===== src/rtl/accel_cmd_driver.sv =====
// Initiator for the start/done/rst2 accelerator handshake: accepts operand pairs,
// launches the accelerator, captures its result. Optional macro: DRIVER_TIMEOUT_EN.
module accel_cmd_driver #(
  parameter int WIDTH   = 16,
  parameter int CNT_W   = 8,
  parameter int TIMEOUT = 1024
) (
  input  logic             clk,
  input  logic             rst,
  input  logic             req_valid,
  output logic             req_ready,
  input  logic [WIDTH-1:0] req_a,
  input  logic [WIDTH-1:0] req_b,
  output logic             resp_valid,
  input  logic             resp_ready,
  output logic [WIDTH-1:0] resp_data,
  output logic             resp_err,
  output logic             acc_start,
  output logic             acc_rst2,
  output logic [WIDTH-1:0] acc_in1,
  output logic [WIDTH-1:0] acc_in2,
  input  logic             acc_done,
  input  logic [WIDTH-1:0] acc_result,
  output logic [CNT_W-1:0] txn_count
);

  typedef enum logic [1:0] {
    S_IDLE,
    S_LAUNCH,
    S_WAIT,
    S_RELEASE
  } state_t;

  state_t           r_state;
  state_t           w_next_state;
  logic             r_acc_start;
  logic             r_acc_rst2;
  logic [WIDTH-1:0] r_acc_in1;
  logic [WIDTH-1:0] r_acc_in2;
  logic             r_resp_valid;
  logic [WIDTH-1:0] r_resp_data;
  logic [CNT_W-1:0] r_txn_count;
  logic             w_accept;
  logic             w_complete;
  logic             w_timeout;

  assign req_ready  = (r_state == S_IDLE) && !r_resp_valid;
  assign w_accept   = req_valid && req_ready;
  assign w_complete = (r_state == S_WAIT) && acc_done;

`ifdef DRIVER_TIMEOUT_EN
  localparam int TO_W = $clog2(TIMEOUT + 1);

  logic [TO_W-1:0] r_wait_cnt;
  logic            r_resp_err;

  // acc_done has priority: a timeout only fires when done is still low.
  assign w_timeout = (r_state == S_WAIT) && !acc_done &&
                     (r_wait_cnt == TO_W'(TIMEOUT - 1));
  assign resp_err  = r_resp_err;

  always_ff @(posedge clk or posedge rst) begin
    if (rst) begin
      r_wait_cnt <= '0;
      r_resp_err <= 1'b0;
    end else begin
      if (r_state == S_LAUNCH) begin
        r_wait_cnt <= '0;
      end else if (r_state == S_WAIT) begin
        r_wait_cnt <= r_wait_cnt + 1'b1;
      end
      if (w_complete) begin
        r_resp_err <= 1'b0;
      end else if (w_timeout) begin
        r_resp_err <= 1'b1;
      end
    end
  end
`else
  assign w_timeout = 1'b0;
  assign resp_err  = 1'b0;
`endif

  // NOTE: every signal assigned here gets its default first so no latch is inferred.
  always_comb begin
    w_next_state = r_state;
    unique case (r_state)
      S_IDLE:    if (w_accept) w_next_state = S_LAUNCH;
      S_LAUNCH:  w_next_state = S_WAIT;
      S_WAIT:    if (w_complete || w_timeout) w_next_state = S_RELEASE;
      S_RELEASE: w_next_state = S_IDLE;
      default:   w_next_state = S_IDLE;
    endcase
  end

  // NOTE: non-blocking assignments keep every flop reading pre-edge values.
  always_ff @(posedge clk or posedge rst) begin
    if (rst) begin
      r_state      <= S_IDLE;
      r_acc_start  <= 1'b0;
      r_acc_rst2   <= 1'b0;
      r_acc_in1    <= '0;
      r_acc_in2    <= '0;
      r_resp_valid <= 1'b0;
      r_resp_data  <= '0;
      r_txn_count  <= '0;
    end else begin
      r_state     <= w_next_state;
      // Strobes are decoded from the next state so they are flop outputs, glitch-free.
      r_acc_start <= (w_next_state == S_LAUNCH);
      r_acc_rst2  <= (w_next_state == S_RELEASE);

      if (w_accept) begin
        r_acc_in1 <= req_a;
        r_acc_in2 <= req_b;
      end

      if (w_complete) begin
        r_resp_data  <= acc_result;
        r_resp_valid <= 1'b1;
        r_txn_count  <= r_txn_count + 1'b1;
      end else if (w_timeout) begin
        r_resp_data  <= '0;
        r_resp_valid <= 1'b1;
      end else if (r_resp_valid && resp_ready) begin
        r_resp_valid <= 1'b0;
      end
    end
  end

  assign acc_start  = r_acc_start;
  assign acc_rst2   = r_acc_rst2;
  assign acc_in1    = r_acc_in1;
  assign acc_in2    = r_acc_in2;
  assign resp_valid = r_resp_valid;
  assign resp_data  = r_resp_data;
  assign txn_count  = r_txn_count;

endmodule

===== config.mk =====
export PLATFORM = sky130hd
export DESIGN_NAME = accel_cmd_driver
export DESIGN_NICKNAME = d
export VERILOG_FILES = /design/src/rtl/accel_cmd_driver.sv
export SDC_FILE = /design/constraint.sdc
export NUM_CORES = 1
export LEC_CHECK = 0
export ABC_AREA = 1
export BUFFER_PORTS_ARGS = -buffer_cell sky130_fd_sc_hd__buf_2
export CORE_MARGIN = 4
export CORE_UTILIZATION = 42
export DETAILED_ROUTE_END_ITERATION = 8
export PLACE_DENSITY = 0.88
export SLEW_MARGIN = 40
export SYNTH_ARGS = -nofsm -noshare
export SYNTH_HDL_FRONTEND = slang
export SYNTH_SLANG_ARGS = --single-unit
export TNS_END_PERCENT = 10

===== constraint.sdc =====
create_clock -name clk -period 1.8 [get_ports clk]
set_input_delay 0.18 -clock clk [delete_from_list [all_inputs] [get_ports clk]]
set_output_delay 0.18 -clock clk [all_outputs]
set_load 0.01 [all_outputs]

Word-level counts from Yosys, hierarchy flattened
Cells that the tools add are included.
{"block": "totals", "output_inout_bits": 61, "word_cells": 26, "regBits": 61}
{"block": "op_classes", "n_eq_ne": 5, "n_reduce_logical": 7, "mux": 5, "n_addsub": 1}
{"operator": "$add A8 B1 Y8 const B", "count": 1}
{"operator": "$pmux W2 S4", "count": 1}
{"operator": "$eq A2 B2 Y1 const B", "count": 3}
{"operator": "$eq A2 B1 Y1 const B", "count": 2}
{"operator": "$logic_and A1 B1 Y1", "count": 4}
{"operator": "$mux W2", "count": 2}
{"operator": "$logic_not A2 Y1", "count": 1}
{"operator": "$mux W1", "count": 2}
{"operator": "$reduce_bool A2 Y1", "count": 1}
{"operator": "$logic_not A1 Y1", "count": 1}

Longest topological paths before layout
{"block": "depth", "depth_word": 6, "ltp_mapped": 8, "depth_no_buf": 8}

Least setup slack after synthesis
Ideal clock, no wire load.
{"block": "synth_timing", "path_type": "reg2reg", "from": "register r_state[0]", "to": "register r_resp_data[10] (netlist: resp_data[10])", "setup_ns": 0.125, "setup_slack_ns": 0.507, "t_arrival_ns": 1.168, "t_required_ns": 1.675, "synth_period_minus_slack_ns": 1.293, "path_stages_with_launch": 6, "n_path_buf": 1, "cell_sequence": "dfrtp_1 inv_1 ha_1 nand2_2 buf_6 mux2_2"}
{"block": "synth_via", "elab_chain_cells": 2}
{"element": "from (decl)", "line_no": "34", "rtl": "state_t r_state;"}
{"element": "from (signal assigned)", "line_no": "108", "rtl": "r_state <= w_next_state;"}
{"element": "$eq A2 B2 Y1", "line_no": "49", "rtl": "assign w_complete = (r_state == S_WAIT) && acc_done;"}
{"element": "$logic_and A1 B1 Y1", "line_no": "49"}
{"element": "to (signal assigned)", "line_no": "119", "rtl": "r_resp_data <= acc_result;"}
{"element": "to (decl)", "line_no": "41", "rtl": "logic [WIDTH-1:0] r_resp_data;"}
Every way passes these cells.
A chain may end at the register's enable or synchronous reset.

Worst setup path in the final report
{"block": "layout_timing", "from": "register r_state[0]", "to": "output port req_ready"}
{"block": "layout_via", "elab_chain_cells": 2}
{"element": "$logic_not A2 Y1", "line_no": "47", "rtl": "assign req_ready = (r_state == S_IDLE) && !r_resp_valid;"}
{"element": "$logic_and A1 B1 Y1", "line_no": "47"}
{"element": "to (decl)", "line_no": "11", "rtl": "output logic req_ready,"}
Every way passes these cells.

==> results.txt <==
- Combinational group share of total power: 39.0%
- MaxCap Viol Count: 0
* Number of placement rows: 27
- The path with the worst hold slack has its endpoint at resp_valid.
- In this run the critical register-to-register path is captured at resp_data[4].
- Setup slack on the critical path of the routed design comes to 0.1676 ns.
- Final cell utilization of the core: 60.30%
* Pre-CTS setup slack: 0.2900 ns
- The tree is rooted in a sky130_fd_sc_hd__clkbuf_8.
- Cell depth of the worst min-delay path: 2
* Die Y: 85.17 µm
* Commonest cells after routing, fill and taps aside: sky130_fd_sc_hd__buf_2, sky130_fd_sc_hd__nand2_1, sky130_fd_sc_hd__dfrtp_1
- The worst register-to-register path begins at r_state[0].
* Part of the cycle the worst path needs: 90.69%
- For this run, the slowest stage of the critical path takes 0.38 ns.
* Portion of synthesized cell area occupied by the leading cell type: 61.03%
- Tightest Hold Check Type: in2reg
- The setup path with the least slack is of type reg2out.
* Final wirelength: 5654 µm
- CP required: 1.62 ns
- Grouping stages by cell kind, the critical path spends the most delay in buffers and inverters.
- Once detail routing completed, the nets flagged for antenna violations numbered 0.
- Worst Path Max Fanout: 17
- Routability-driven placement finished with a final weighted congestion of 0.7722.
- Worst-case clock buffer depth: 2
- Clock tree from TritonCTS: done
- Seq/Total Area, Yosys: 61.03%
* Initial antenna violation count: 0
- Across every metal layer, demand over resource in global routing totals 16.39%.
- For this design the total switching power over the nets is 2.113 mW.
- Share of total power in sequential cells: 38.8%
- Derived from the worst setup path, the maximum achievable clock frequency is 0.6126 GHz.
* Die width: 85.17 µm
- Max H-tree Level: 3
- Pwr/cell area: 1773 nW/µm²
- In this run the most critical hold path is launched from resp_ready.
- After clock tree synthesis, the clock-pin slew on the worst setup and hold paths is 0.06 ns.
* R2r setup slk: 0.31 ns
- I/O pin count: 114
- Final count of hold timing violations: 0
- The routed design could run at a clock period as short as 1.632 ns.
- The analysis attributes to cell leakage a power of 1.921 nW.
* Ratio of cells with drive above 1 in the final layout: 42.39%
- 0 antenna diodes ended up in the layout.
* Number of vias after detailed routing: 2071
- Leaving out fill and tap cells, the most frequent cell in the layout is sky130_fd_sc_hd__buf_2.
- Measured in cells, the most critical reg-to-reg path has a length of 5.
- For the worst setup path, the data arrival time is 1.45 ns.
- Peak supply drop: 879.6 µV
- After global routing the overflow that remains totals 0.
* Final net count: 420
* Clock network fraction of total power: 22.2%
- Starting density of the core: 44.33%
* Startpoint type of the worst setup path: flip-flop
- CP Capture Type: primary output
- Average size of a mapped cell: 10.21 µm²
- DPL Wire Length: 3955 µm
- For this design, the slowest cell found on the critical path is sky130_fd_sc_hd__dfrtp_1.
- Average routed wire per standard cell: 12.85 µm
* Cell variety after synth: 19
- The first global-routing pass estimated 9459 µm of wire.
- The via count of the first global-routing pass came to 2070.
- Cell Count, Final, Fillers Out: 440
- Later-pin clock latency in the skew report: 0.32 ns
- After synthesis, the cell types taking the most area are sky130_fd_sc_hd__dfrtp_1, sky130_fd_sc_hd__nand2_1, sky130_fd_sc_hd__nand3_1.
* First DRT Iteration DRCs: 79
* Dominant cell type by area after synthesis: sky130_fd_sc_hd__dfrtp_1
- Internal power of the cells: 3.920 mW
- Floorplan die area: 7254 µm²
* Quantity of I/O buffers inserted on ports: 112
* Area inside the core boundary: 5642 µm²
- Growth of design area from synthesis to finish: 36.02%
- Number of buffers and inverters on the critical path: 4
- Final total negative setup slack: 0 ns
- The signal on the critical path passes through inv_2, ha_1, inv_1, nor2_4, buf_12, buf_2.
- Outcome: finished, final reports clean
- Netlist Area Pre-Place: 2501 µm²
- In the routed layout, each cell is associated on average with a via count of 4.707.
- In this run, CTS created clock tree buffers numbering 9.
- Setup violation total in the final timing report: 0
- The number of nets in the synthesized netlist is 302.
- # placed instances: 421
- Max Clock Skew: 0.009256 ns
- Number of pins with negative max-slew slack in the final report: 0
- Register bit total from synthesis: 61
- Number of iterations in the first detailed-routing pass: 6
- Residual DRC: 0
- Synth Instances: 245
- Entering global routing, the biggest net connects 62 pins.
- CTS Sinks: 61
- Setup repair after global routing left no endpoint under its margin.
- Switching share of total power: 35.03%
- Number of warnings issued by yosys: 0
## cells in the mapped netlist, drive strengths merged
| master | instances |
|---|---|
| nand2 | 82 |
| dfrtp | 61 |
| nand3 | 37 |
| inv | 17 |
| mux2 | 17 |
| buf | 13 |
| nor2 | 6 |
| ha | 4 |
| xnor2 | 2 |
| xor2 | 2 |
| conb | 1 |
| nand3b | 1 |
| nand4 | 1 |
| o21ai | 1 |
## routing by layer
layer | vias to the layer above | global-route usage, % | wire (µm)
met5 | - | 0 | 0
met4 | 0 | 6.619 | 34
met3 | 4 | 5.049 | 444
met2 | 72 | 26.91 | 2715
met1 | 985 | 20.13 | 2461
li1 | 1010 | - | -
## how the worst max path moves through the flow
stage,start,to,cells past startpoint
floorplan,rst,acc_in1[0],1
global placement,r_state[0],resp_data[0],5
detailed placement,r_state[0],resp_data[10],5
CTS,r_state[0],req_ready,6
global route,r_state[0],req_ready,6
finish,r_state[0],req_ready,6
## sequential cells by signal (all words and copies together), names as in the netlist
signal / flops
acc_in1: 16
acc_in2: 16
resp_data: 16
txn_count: 8
r_state: 2
acc_rst2: 1
acc_start: 1
resp_valid: 1
## through the flow
stage          instance area [µm²]  power, mW  hold WS [ns]
4_1_cts                       3369      6.024       0.02772
5_1_grt                       3402      6.527       0.02384
3_5_place_dp                  3134      4.647        0.2677
2_1_floorplan                 2501      3.698        0.2873
6_report                      3402      6.033       0.04667
3_3_place_gp                  3134      4.549        0.2651
## cell families after synthesis
kind of cell | after synthesis | share of synthesized area, %
AND/OR/NAND/NOR | 127 | 21.66
multiplexers | 17 | 7.804
XOR/XNOR | 4 | 1.401
AO/OA/AOI/OAI | 1 | 0.1999
other | 1 | 0.1499
flip-flops | 61 | 61.03
adder cells (fa/ha/maj) | 4 | 2.001
buffers and inverters | 30 | 5.753
## power by group through the flow
stage | clock [mW] | sequential, mW | combinational, mW
floorplan | 0 | 2.63 | 1.07
global placement | 0 | 2.32 | 2.23
CTS | 1.39 | 2.34 | 2.30
detailed placement | 0 | 2.34 | 2.30
global route | 1.45 | 2.42 | 2.65
finish | 1.34 | 2.34 | 2.35
## area by class of cell
cell class                 count  area, µm²
clock inverter                 4      70.07
clock buffer                  12      155.1
multi-input combinational    154      830.8
sequential                    61       1526
timing repair buffer         120      665.6
fill                         485       2240
tap                           72      90.09
inverter                      17      63.81
## timing repair
item	in CTS	in global routing
gates resized for setup	0	1
setup buffers	0	1
endpoints found under the hold margin	61	0
setup endpoints to repair	0	1
hold buffers	1	0
Power figures use the tool's default switching activity.
